### src/rtl/serial_tx_arbiter.sv
// serial_tx_arbiter: shares one serial transmit engine between two character
// sources. Round-robin per character, a source keeps the grant until its
// end-of-message character, and the block tracks the output column.
// Optional feature macro: AUTO_CRLF_EN inserts CR/LF when a printable
// character would be sent at column COLS.
module serial_tx_arbiter #(
    parameter int COLS         = 80,
    parameter int BUSY_TIMEOUT = 16,
    parameter bit MARK_BIT7    = 1'b1
) (
    input  logic       clk100,
    input  logic       reset_n,
    input  logic       req0_valid,
    input  logic [7:0] req0_data,
    input  logic       req0_eom,
    output logic       req0_ready,
    input  logic       req1_valid,
    input  logic [7:0] req1_data,
    input  logic       req1_eom,
    output logic       req1_ready,
    output logic [7:0] txe_data,
    output logic       txe_start,
    input  logic       txe_busy,
    output logic [1:0] grant,
    output logic [6:0] column,
    output logic       timeout_err
);

    localparam logic [2:0] S_IDLE    = 3'd0;
    localparam logic [2:0] S_LOAD    = 3'd1;
`ifdef AUTO_CRLF_EN
    localparam logic [2:0] S_INS_CR  = 3'd2;
    localparam logic [2:0] S_INS_LF  = 3'd3;
    // Which character is currently in flight through START..WAIT_DN.
    localparam logic [1:0] PH_CHAR   = 2'd0;
    localparam logic [1:0] PH_CR     = 2'd1;
    localparam logic [1:0] PH_LF     = 2'd2;
`endif
    localparam logic [2:0] S_START   = 3'd4;
    localparam logic [2:0] S_WAIT_UP = 3'd5;
    localparam logic [2:0] S_WAIT_DN = 3'd6;

    localparam int TW = $clog2(BUSY_TIMEOUT + 1);

    logic [2:0]    state;
    logic [7:0]    hold;
    logic          hold_eom;
    logic          last_srv;
    logic [TW-1:0] to_cnt;
    logic          win_vld;
    logic          win_idx;
    logic          accept;
`ifdef AUTO_CRLF_EN
    logic [1:0]    phase;
`endif

    function automatic logic [7:0] mark(input logic [7:0] d);
        return MARK_BIT7 ? {1'b1, d[6:0]} : d;
    endfunction

    function automatic logic printable(input logic [7:0] ch);
        return (ch[6:0] >= 7'h20) && (ch[6:0] <= 7'h7E);
    endfunction

    function automatic logic [6:0] col_next(input logic [6:0] col, input logic [7:0] ch);
        logic [6:0] r;
        r = col;
        if (printable(ch)) begin
            if (col != 7'd127) r = col + 7'd1;
        end else if (ch[6:0] == 7'h0D) begin
            r = 7'd0;
        end else if (ch[6:0] == 7'h08) begin
            if (col != 7'd0) r = col - 7'd1;
        end
        return r;
    endfunction

    // Winner selection: the current owner is the only candidate; otherwise
    // round-robin against the last served source.
    always_comb begin
        win_vld = 1'b0;
        win_idx = 1'b0;
        if (grant != 2'b00) begin
            win_idx = grant[1];
            win_vld = grant[1] ? req1_valid : req0_valid;
        end else if (req0_valid && req1_valid) begin
            win_idx = ~last_srv;
            win_vld = 1'b1;
        end else if (req0_valid) begin
            win_idx = 1'b0;
            win_vld = 1'b1;
        end else if (req1_valid) begin
            win_idx = 1'b1;
            win_vld = 1'b1;
        end
    end

    // An engine that is already busy (owned elsewhere) blocks acceptance.
    assign accept     = (state == S_IDLE) && !txe_busy && win_vld;
    assign req0_ready = accept && !win_idx;
    assign req1_ready = accept && win_idx;
    assign txe_start  = (state == S_START);

    // Control FSM, hold register, column tracking and timeout detection.
    always_ff @(posedge clk100 or negedge reset_n) begin
        if (!reset_n) begin
            state       <= S_IDLE;
            hold        <= 8'h00;
            hold_eom    <= 1'b0;
            last_srv    <= 1'b1;
            to_cnt      <= '0;
            txe_data    <= 8'h00;
            grant       <= 2'b00;
            column      <= 7'd0;
            timeout_err <= 1'b0;
`ifdef AUTO_CRLF_EN
            phase       <= PH_CHAR;
`endif
        end else begin
            case (state)
                S_IDLE: begin
                    if (accept) begin
                        hold     <= win_idx ? req1_data : req0_data;
                        hold_eom <= win_idx ? req1_eom : req0_eom;
                        grant    <= win_idx ? 2'b10 : 2'b01;
                        last_srv <= win_idx;
                        state    <= S_LOAD;
                    end
                end
                S_LOAD: begin
`ifdef AUTO_CRLF_EN
                    if (printable(hold) && (column == 7'(COLS))) begin
                        state <= S_INS_CR;
                    end else begin
                        txe_data <= mark(hold);
                        phase    <= PH_CHAR;
                        state    <= S_START;
                    end
`else
                    txe_data <= mark(hold);
                    state    <= S_START;
`endif
                end
`ifdef AUTO_CRLF_EN
                S_INS_CR: begin
                    txe_data <= mark(8'h0D);
                    phase    <= PH_CR;
                    state    <= S_START;
                end
                S_INS_LF: begin
                    txe_data <= mark(8'h0A);
                    phase    <= PH_LF;
                    state    <= S_START;
                end
`endif
                S_START: begin
                    to_cnt <= '0;
                    state  <= S_WAIT_UP;
                end
                S_WAIT_UP: begin
                    if (txe_busy) begin
                        state <= S_WAIT_DN;
                    end else if (to_cnt == TW'(BUSY_TIMEOUT - 1)) begin
                        // Engine never answered: drop the character, keep eom release.
                        timeout_err <= 1'b1;
                        state       <= S_IDLE;
                        if (hold_eom) grant <= 2'b00;
                    end else begin
                        to_cnt <= to_cnt + TW'(1);
                    end
                end
                S_WAIT_DN: begin
                    if (!txe_busy) begin
                        column <= col_next(column, txe_data);
`ifdef AUTO_CRLF_EN
                        if (phase == PH_CR) begin
                            state <= S_INS_LF;
                        end else if (phase == PH_LF) begin
                            // Column is now 0, so LOAD sends the held character.
                            state <= S_LOAD;
                        end else begin
                            state <= S_IDLE;
                            if (hold_eom) grant <= 2'b00;
                        end
`else
                        state <= S_IDLE;
                        if (hold_eom) grant <= 2'b00;
`endif
                    end
                end
                default: state <= S_IDLE;
            endcase
        end
    end

endmodule
### config.mk
export PLATFORM = sky130hd
export DESIGN_NAME = serial_tx_arbiter
export DESIGN_NICKNAME = d
export VERILOG_FILES = /design/src/rtl/serial_tx_arbiter.sv
export SDC_FILE = /design/constraint.sdc
export NUM_CORES = 1
export LEC_CHECK = 0
export ABC_AREA = 1
export ABC_CLOCK_PERIOD_IN_PS = 3150
export BUFFER_PORTS_ARGS = -buffer_cell sky130_fd_sc_hd__buf_2
export CAP_MARGIN = 40
export CORE_ASPECT_RATIO = 1.1
export CORE_MARGIN = 10
export CORE_UTILIZATION = 50
export DETAILED_ROUTE_END_ITERATION = 8
export PLACE_DENSITY = 0.74
export SLEW_MARGIN = 10
export SYNTH_ARGS = -nofsm -noshare
export SYNTH_HDL_FRONTEND = slang
export SYNTH_SLANG_ARGS = --single-unit
### constraint.sdc
create_clock -name clk100 -period 3.15 [get_ports clk100]
set_clock_uncertainty 0.1 [all_clocks]
set_input_delay 0.4725 -clock clk100 [delete_from_list [all_inputs] [get_ports clk100]]
set_output_delay 0.4725 -clock clk100 [all_outputs]
set_load 0.005 [all_outputs]
==> out/metrics.cfg, run 1 <==
[yosys]
yosysMostFrequentCell=nand2_1
synth_edf_count=0
synth_seq_cells=35
synthCells=290
yosysTopAreaCellShare_pct=40.1
post_synth_fa_ha_maj_area_fraction_pct=2.36
syn_avg_cell_area_sq_um=7.32
synthSimpleGateAreaFrac_pct=41.3
synthTopCellsByArea=dfrtp_1 40%, nand2_1 18%, nor2_1 6.0%, nand3_1 5.9%, inv_1 4.8%
ys_seq_area_share_pct=41.3
synth_cell_types=28
synth-xor-area-share_pct=1.24
synth-async-reset-ratio_pct=100
synth.cell_area_sq_um=2120
synth_largest_area_cell=dfrtp_1
yosys_most_used_dff=dfrtp_1
synth_warnings=0
synth_nets=317
synthMuxAreaShare_pct=0.531
synth_top_family_by_area=simple AND/OR/NAND/NOR gates
synth_common_cells=99 x nand2_1, 34 x dfrtp_1, 34 x nor2_1
synth_compound_area_share_pct=5.54

[power]
powerDensity_nw_per_um2=861
switching_power_uw=933
p_int_mw=1.16
p_seq_share_pct=37.5
pwr-share-comb_pct=47.7
leakagePower_nw=1.29
sw_frac_of_total_pct=44.6
power_frac_clock_pct=14.7
ir_worst_vdd_mv=0.474

[floorplan]
pin_count=44
start_util_pct=52.7
core_area_sq_um=4020
dieArea_sq_um=7250
rows=24
die_x_um=82.1
die_height_um=88.3

[setup_path]
end_kind=output port
critPathRequiredTime_ns=2.58
critPathLaunchType=flip-flop
arrival_ns=1.63
path_class=flip-flop to output port
cp_max_fo=10

[layout]
synthToLayoutAreaGrowth_pct=14.6
nNetsFinal=360
diodes=0
post-route-cell-area_sq_um=2430
drive_gt1_share_pct=23.7

[clocking]
cts_tree=yes
cts-root-buf=clkbuf_8
post_cts_resized=0
cts.sinks=35
post-cts-setup-buffer-count=0
clk_latency_ns=0.28
clkSlewWorstSetupHoldPaths_ns=0.06
cts_buffers=5
hold_buffers=0
clk_path_buf_depth=2
htreeDepth=2

[timing]
worst_slew_pin_slew_ns=0.755
maxSlewHeadroom_pct=49.7
report.final.slew_viol_count=0
period_needed_ns=2.21
grt_setup_unrepaired=false
setup_viol=0
min_period_over_period_pct=70.0
final-hold-violation-count=0
max_freq_mhz=453
tns_ns=0

[status]
status=completed

[min_path]
worstHoldPathType=input pin to asynchronous set/reset pin

[route]
routedWlPerCell_um=11.4
drt-pass1-iter-count=4
drc_errors=0
drt-total-wl_mm=4.41
vias_per_cell=4.84
ant_nets=0
drtIter0Drc=127
vias=1870

[global_routing]
grt_usage_pct=13.4
grt_pass1_vias=1870
grt_first_pass_wirelength_mm=8.01
antenna_found_initial=0
overflow=0
grt_max_degree=36

[placement]
place_hpwl_mm=3.48
place.gp.congestion=0.917
place_area_sq_um=2350
io_buffers=41

[job]
maxCapViolations=0

## per-layer routing
| metal | up-vias | part of all wire (%) | global-route usage (%) |
|---|---|---|---|
| li1 | 997 | - | - |
| met1 | 825 | 44 | 16.5 |
| met2 | 43 | 47 | 21.9 |
| met3 | 5 | 7.5 | 4.36 |
| met4 | 0 | 0.97 | 3.87 |
| met5 | - | 0 | 0 |
## registers in the layout (all words and copies together), names as in the netlist
name and count:
column 7, grant 2, hold 7, hold_eom 1, last_srv 1, state 3
timeout_err 1, to_cnt 5, txe_data 8
## kinds of logic (layout without fill, tap and decap cells)
logic type,after synthesis,after routing
xor gates and xnor gates,3,3
AOI/OAI and AO/OA,20,20
adders and majority gates,4,4
and+or+nand+nor,190,190
muxes,1,1
DFF,35,35
buffers and inverters,37,81
## cell usage in the layout, fill, tap and decap left out
cell	n
nand2_2	5
o21ai_4	1
o21bai_1	1
o21ai_0	4
nor3_2	1
dfrtp_1	34
nor2_4	2
nor2_1	34
inv_2	5
nand2_4	3
mux2_2	1
nand3_4	1
nand3_2	5
clkinv_2	1
nand2_1	99
nor3_1	5
a21oi_1	11
nand3_1	25
clkbuf_1	2
clkbuf_8	5
xor2_1	3
o21ai_1	2
ha_1	4
inv_1	27
buf_2	41
nor2_2	7
nand4_1	3
a22o_1	1
dfstp_2	1
## power groups by stage
stage                     clock (mW)  sequential, mW  combinational, mW
after floorplan                    0           0.756              0.784
after global placement             0           0.786              0.990
after detailed placement           0           0.792               1.01
after CTS                      0.315           0.785               1.02
after global routing           0.337           0.815               1.16
final                          0.308           0.786               1.00
## final timing paths
path / from / cells past startpoint / slack [ns] / endpoint
min in group clk100: req1_data[0] / 3 / 0.29 / hold[0]
setup reg to reg: to_cnt[0] / 7 / 1.34 / to_cnt[1]
setup / recovery: last_srv / 5 / 0.94 / req0_ready
hold reg to reg: txe_data[7] / 2 / 0.36 / txe_data[7]
hold / removal: reset_n / 1 / 0.15 / txe_data[7]
max in group asynchronous: reset_n / 1 / 2.31 / column[5]
## critical path, stage by stage, from the launching register on
cell and delay [ns]:
dfstp_2 0.53, nand2_1 0.05, a21oi_1 0.31, inv_2 0.08, nor2_4 0.22, buf_2 0.16
## cell type report
cell class	count	area [sq um]
Inverter	32	120
Timing Repair Buffer	41	205
Sequential cell	35	877
Multi-Input combinational cell	218	1080
Fill cell	396	1590
Clock buffer	7	76.3
Clock inverter	1	5.00
Tap cell	52	65.1
## per-stage QoR
step / hold slack [ns] / power, mW / worst slack, ns / util (%) / instances
floorplan: 0.0769 / 1.54 / 1.47 / - / 290
global placement: 0.348 / 1.78 / 1.14 / 58.4 / 378
detailed placement: 0.349 / 1.80 / 1.14 / 58.4 / 378
CTS: 0.180 / 2.12 / 0.931 / 60.4 / 386
global route: 0.228 / 2.32 / 0.825 / 60.4 / 386
finish: 0.151 / 2.09 / 0.944 / 60.4 / 386
No activity file was read; power rests on OpenSTA's default activity.
==> run 2: changes to the inputs <==
--- a/config.mk
+++ b/config.mk
@@ -5,15 +5,15 @@
 export SDC_FILE = /design/constraint.sdc
 export NUM_CORES = 1
 export LEC_CHECK = 0
-export ABC_AREA = 1
-export ABC_CLOCK_PERIOD_IN_PS = 3150
+export ABC_AREA = 0
+export ABC_CLOCK_PERIOD_IN_PS = 2300
 export BUFFER_PORTS_ARGS = -buffer_cell sky130_fd_sc_hd__buf_2
 export CAP_MARGIN = 40
 export CORE_ASPECT_RATIO = 1.1
 export CORE_MARGIN = 10
 export CORE_UTILIZATION = 50
 export DETAILED_ROUTE_END_ITERATION = 8
-export PLACE_DENSITY = 0.74
+export PLACE_DENSITY = 0.75
 export SLEW_MARGIN = 10
 export SYNTH_ARGS = -nofsm -noshare
 export SYNTH_HDL_FRONTEND = slang
==> constraint.sdc (replaced) <==
create_clock -name clk100 -period 2.3 [get_ports clk100]
set_clock_uncertainty 0.1 [all_clocks]
set_input_delay 0.345 -clock clk100 [delete_from_list [all_inputs] [get_ports clk100]]
set_output_delay 0.345 -clock clk100 [all_outputs]
set_load 0.005 [all_outputs]
==> out/metrics.cfg, run 2 <==
[placement]
dp_cells=295  ; -22%
io_buffers=41  ; unchanged
place.gp.congestion=0.873  ; -4.8%
place_hpwl_mm=3.27  ; -6.1%
place_ws_ns=0.227  ; -0.909 ns

[floorplan]
pin_count=44  ; unchanged
die_height_um=85.8  ; -2.8%
rows=23  ; -4.2%
core_area_sq_um=3710  ; -7.7%
start_util_pct=53.1  ; +0.31 points
dieArea_sq_um=6850  ; -5.5%
die_x_um=79.8  ; -2.8%

[yosys]
yosysTopAreaCellShare_pct=43.2  ; +3.1 points
synth_nets=230  ; -27%
synth_largest_area_cell=dfrtp_1
synth_common_cells=34 x dfrtp_1, 20 x nand2_1, 14 x nor2_1
synth_warnings=0  ; unchanged
synthTopCellsByArea=dfrtp_1 43%, mux2i_1 4.6%, mux2_2 4.6%, nand2_1 3.8%, nor2_1 2.7%
synthCells=203  ; -30%
ys_seq_area_share_pct=44.5  ; +3.2 points
synth-async-reset-ratio_pct=100  ; unchanged
syn_avg_cell_area_sq_um=9.70  ; +33%
synth_seq_cells=35  ; unchanged
yosys_most_used_dff=dfrtp_1
yosysMostFrequentCell=dfrtp_1
synth_edf_count=0  ; unchanged
synth.cell_area_sq_um=1970  ; -7.2%
synth_cell_types=47  ; +68%

[clocking]
htreeDepth=2  ; unchanged
cts_buffers=5  ; unchanged
cts.sinks=35  ; unchanged
cts-root-buf=clkbuf_8
clk_latency_ns=0.29  ; about the same
clkSlewWorstSetupHoldPaths_ns=0.08  ; +0.02 ns
clk_path_buf_depth=2  ; unchanged
cts_tree=yes

[global_routing]
grt_max_degree=36  ; unchanged
grt_pass1_vias=1606  ; -14%
grt_usage_pct=13.0  ; -0.46 points
grt_first_pass_wirelength_mm=7.16  ; -11%
overflow=0  ; unchanged
antenna_found_initial=0  ; unchanged

[setup_path]
end_kind=output port
critPathLaunchType=flip-flop
path_class=flip-flop to output port
critPathRequiredTime_ns=1.86  ; -0.72 ns
cp_common_cell=or3_1
crit_chain=or3_1 > or3_1 > nor2_2 > buf_2
cp_slowest_cell=or3_1
cp_max_fo=5  ; -5
slowest_delay_ns=0.43  ; -0.10 ns
arrival_ns=1.76  ; +0.13 ns

[timing]
report.final.slew_viol_count=0  ; unchanged
tns_ns=0  ; unchanged
final-hold-violation-count=0  ; unchanged
max_freq_mhz=454
maxSlewHeadroom_pct=49.5  ; -0.19 points
worst_slew_pin_slew_ns=0.758  ; +0.00289 ns
hold_slack_ns=0.00752  ; -0.143 ns
grt_setup_unrepaired=false
min_period_over_period_pct=95.8
period_needed_ns=2.20
setup_viol=0  ; unchanged
finalWorstSetupSlack_ns=0.0970  ; -0.848 ns

[power]
ir_worst_vdd_mv=0.650  ; +37%
leakagePower_nw=1.15  ; -11%
powerDensity_nw_per_um2=1010  ; +17%

[layout]
layout.cells.most_common=buf_2
final_cells=305  ; -21%
synthToLayoutAreaGrowth_pct=19.8
nNetsFinal=281  ; -22%
largest_register_ffs=8  ; unchanged
diodes=0  ; unchanged
reg_top3=txe_data (8), column (7), hold (7)
layout_common_cells=41 x buf_2, 33 x dfrtp_1, 20 x nand2_1, 14 x nor2_1, 11 x buf_4
drive_gt1_share_pct=32.5  ; +8.9 points
fillers=333  ; -16%
top_register=txe_data
post-route-util_pct=63.5  ; +3.1 points

[route]
drt-total-wl_mm=4.27  ; -3.3%
vias=1660  ; -11%
ant_nets=0  ; unchanged
vias_per_cell=5.44  ; +12%
drtIter0Drc=102  ; -20%
routedWlPerCell_um=14.0  ; +22%
drc_errors=0  ; unchanged
drt-pass1-iter-count=4  ; unchanged

[status]
status=completed

[min_path]
worstHoldPathType=input pin to asynchronous set/reset pin

[job]
maxCapViolations=0  ; unchanged

[run 2: cell count changes in the layout (fill, tap and decap cells not counted), sizes merged, moves of 10 or more]
cell,before,now
nor2,43,17
nand2,107,20
inv,32,10
o21ai,7,17
nand3,31,8
buf,41,52
[run 2: final cells by class]
type | instances | area (sq um) | share of cell area (%)
sequential | 35 | 878 | 37.2
clock buffer | 5 | 68.8 | 2.92
tap | 50 | 62.6 | 2.65
clock inverter | 3 | 20.0 | 0.849
timing repair buffer | 52 | 288 | 12.2
inverter | 10 | 37.5 | 1.59
multi-input combinational | 150 | 1000 | 42.5
[run 2: metrics by stage]
step | area [sq um] | total power [mW]
2_1_floorplan | 1970 | 1.63
3_3_place_gp | 2250 | 1.90
3_5_place_dp | 2250 | 1.93
4_1_cts | 2340 | 2.39
5_1_grt | 2360 | 2.59
6_report | 2360 | 2.38
[run 2: path summary, 6_finish.rpt]
kind / start / end / slack (ns) / cells past startpoint
setup / recovery: state[1] / req1_ready / 0.1 / 4
hold / removal: reset_n / to_cnt[3] / 0.008 / 1
setup reg to reg: column[0] / column[0] / 0.22 / 7
hold reg to reg: timeout_err / timeout_err / 0.36 / 1
max in group asynchronous: reset_n / state[0] / 1.54 / 1
min in group clk100: req1_data[0] / hold[0] / 0.22 / 3
[run 2: cells by family after synthesis]
kind of cell | share of synthesized area, %
multiplexers | 9.72
adder cells (fa/ha/maj) | 2.54
AO/OA/AOI/OAI | 16.7
AND/OR/NAND/NOR | 19.5
buffers and inverters | 4.76
XOR/XNOR | 2.22
flip-flops | 44.5
[run 2: repair_timing]
action | CTS | global route
gates resized for setup | 0 | 2
buffers inserted | 0 | 2
hold endpoints to repair | 0 | 0
endpoints found under the setup margin | 0 | 2
hold buffers | 0 | 0
[run 2: per-layer routing]
layer	share of wire [%]	vias to the layer above	global-route usage (%)	wire (um)
met5	0	-	0	0
met4	2.1	0	5.77	91
li1	-	832	-	-
met3	7.1	7	6.05	302
met1	45	782	15.8	1920
met2	46	39	19.0	1950
[run 2: power by group]
group	total [mW]	internal (mW)	switching (mW)
Sequential	0.998	0.821	0.177
Clock	0.445	0.211	0.235
Combinational	0.938	0.456	0.482
[run 2: critical path, delay by kind of cell, from the launching register on]
kind          cells  cell delay (ns)
buf+inv           1             0.12
flops             1             0.42
simple gates      3             0.92
==> run 3: changes to the inputs <==
--- a/config.mk
+++ b/config.mk
@@ -11,9 +11,9 @@
 export CAP_MARGIN = 40
 export CORE_ASPECT_RATIO = 1.1
 export CORE_MARGIN = 10
-export CORE_UTILIZATION = 50
+export CORE_UTILIZATION = 54
 export DETAILED_ROUTE_END_ITERATION = 8
-export PLACE_DENSITY = 0.75
+export PLACE_DENSITY = 0.8
 export SLEW_MARGIN = 10
 export SYNTH_ARGS = -nofsm -noshare
 export SYNTH_HDL_FRONTEND = slang
==> out/metrics.cfg, run 3 (synthesized netlist as in run 2, its figures left out) <==
[clocking]
clkSlewWorstSetupHoldPaths_ns=0.10  ; +0.02 ns
clk_latency_ns=0.33  ; +0.04 ns
cts-root-buf=clkbuf_4
cts_buffers=5  ; unchanged
clk_path_buf_depth=2  ; unchanged
cts_tree=yes
htreeDepth=2  ; unchanged
cts.sinks=35  ; unchanged
hold_buffers=0  ; unchanged

[placement]
place_hpwl_mm=3.33  ; +1.8%
place_area_sq_um=2240  ; -0.45%
place.gp.congestion=0.958  ; +9.7%
place_ws_ns=0.204  ; -0.0230 ns
io_buffers=41  ; unchanged

[floorplan]
start_util_pct=57.7  ; +4.6 points
rows=22  ; -4.3%
die_x_um=77.6  ; -2.8%
pin_count=44  ; unchanged
core_area_sq_um=3410  ; -8.1%
dieArea_sq_um=6470  ; -5.6%
die_height_um=83.3  ; -2.9%

[setup_path]
arrival_ns=1.75  ; about the same
crit_chain=or3_4 > or3_4 > nor2_2 > buf_2
rr_worst_depth=7  ; unchanged
path_class=flip-flop to output port
cp_common_cell=or3_4
critPathRequiredTime_ns=1.86  ; about the same
cp_max_fo=5  ; unchanged
end_kind=output port
cp_slowest_cell=dfrtp_2
critPathLaunchType=flip-flop
slowest_delay_ns=0.44  ; about the same

[global_routing]
grt_first_pass_wirelength_mm=7.55  ; +5.5%
grt_usage_pct=13.7  ; +0.73 points
overflow=0  ; unchanged
grt_max_degree=36  ; unchanged
grt_pass1_vias=1662  ; +3.5%
antenna_found_initial=0  ; unchanged

[timing]
period_needed_ns=2.20  ; -0.00529 ns
max_freq_mhz=455  ; +0.24%
tns_ns=0  ; unchanged
worst_slew_pin_slew_ns=0.771  ; +0.0138 ns
final-hold-violation-count=34  ; +34
hold_slack_ns=-0.0143  ; -0.0219 ns
report.final.slew_viol_count=0  ; unchanged
grt_setup_unrepaired=false
min_period_over_period_pct=95.6  ; -0.23 points
setup_viol=0  ; unchanged
finalWorstSetupSlack_ns=0.102  ; +0.00529 ns
maxSlewHeadroom_pct=48.6  ; -0.92 points

[power]
power_mw=2.33  ; -2.3%
switching_power_uw=858  ; -4.0%
p_seq_share_pct=43.1  ; +1.2 points
p_int_mw=1.47  ; -1.3%
ir_worst_vdd_mv=0.573  ; -12%
pwr-share-comb_pct=40.8  ; +1.4 points
sw_frac_of_total_pct=36.9  ; -0.64 points
powerDensity_nw_per_um2=994  ; -1.6%
power_frac_clock_pct=16.0  ; -2.7 points
leakagePower_nw=1.14  ; -0.62%

[min_path]
worstHoldPathType=input pin to asynchronous set/reset pin

[layout]
reg_top3=txe_data (8), column (7), hold (7)
synthToLayoutAreaGrowth_pct=18.9
top_register=txe_data
diodes=0  ; unchanged
layout.cells.most_common=buf_2
nNetsFinal=280  ; -0.36%
largest_register_ffs=8  ; unchanged
post-route-cell-area_sq_um=2340  ; -0.74%
layout_common_cells=41 x buf_2, 31 x dfrtp_1, 20 x nand2_1, 14 x nor2_1
drive_gt1_share_pct=33.5  ; +0.92 points

[status]
status=complete, but fails checks
violations=hold timing

[route]
ant_nets=0  ; unchanged
routedWlPerCell_um=14.3  ; +2.2%
vias=1679  ; +1.1%
drc_errors=0  ; unchanged
vias_per_cell=5.56  ; +2.1%
drtIter0Drc=107  ; +4.9%
drt-total-wl_mm=4.32  ; +1.2%
drt-pass1-iter-count=4  ; unchanged

[job]
maxCapViolations=0  ; unchanged

[run 3: cell count changes in the layout (fill, tap and decap cells not counted), moves of 2 or more]
cell / change
clkbuf_4: +5
clkbuf_8: -3
clkinvlp_4: -2
dfrtp_1: -2
dfrtp_2: +2
or3_1: -2
or3_4: +2
[run 3: worst max-delay path: cells and delay by family, from the launching register on]
| family | cells | cell delay [ns] |
|---|---|---|
| buffers and inverters | 1 | 0.12 |
| DFF | 1 | 0.44 |
| and+or+nand+nor | 3 | 0.87 |
[run 3: final timing paths]
check | slack [ns] | end | start
setup / recovery | 0.10 | req1_ready | state[1]
hold / removal | -0.01 | column[6] | reset_n
setup reg to reg | 0.22 | column[0] | column[0]
hold reg to reg | 0.36 | timeout_err | timeout_err
max in group asynchronous | 1.58 | state[1] | reset_n
min in group clk100 | 0.17 | state[1] | txe_busy
[run 3: area by class of cell]
cell class              instances  area, sq um
inverters                      10         37.5
fillers                       291         1070
multi-input cells             150         1010
flip-flops and latches         35          881
well taps                      48         60.1
repair buffers                 51          280
clock buffers                   8         68.8
[run 3: timing repair]
item	4_1_cts	5_1_grt
setup buffers	0	2
setup endpoints to repair	0	3
resized for setup	0	6
[run 3: power by group through the flow]
stage / clock, mW / combinational, mW / sequential [mW]
floorplan: 0 / 0.659 / 0.969
global placement: 0 / 0.898 / 0.999
detailed placement: 0 / 0.922 / 1.01
CTS: 0.389 / 0.925 / 1.00
global route: 0.415 / 1.07 / 1.04
finish: 0.373 / 0.950 / 1.00
[run 3: per-layer routing]
layer	vias up	track usage [%]	wire [um]
li1	838	-	-
met1	763	16.3	1870
met2	68	21.7	2060
met3	10	5.50	328
met4	0	4.62	63
met5	-	0	0
[run 3: per-stage QoR]
step,utilization [%],std cells
2_1_floorplan,-,203
6_report,68.6,302
5_1_grt,68.6,302
3_5_place_dp,65.6,292
4_1_cts,67.6,300
3_3_place_gp,65.6,292
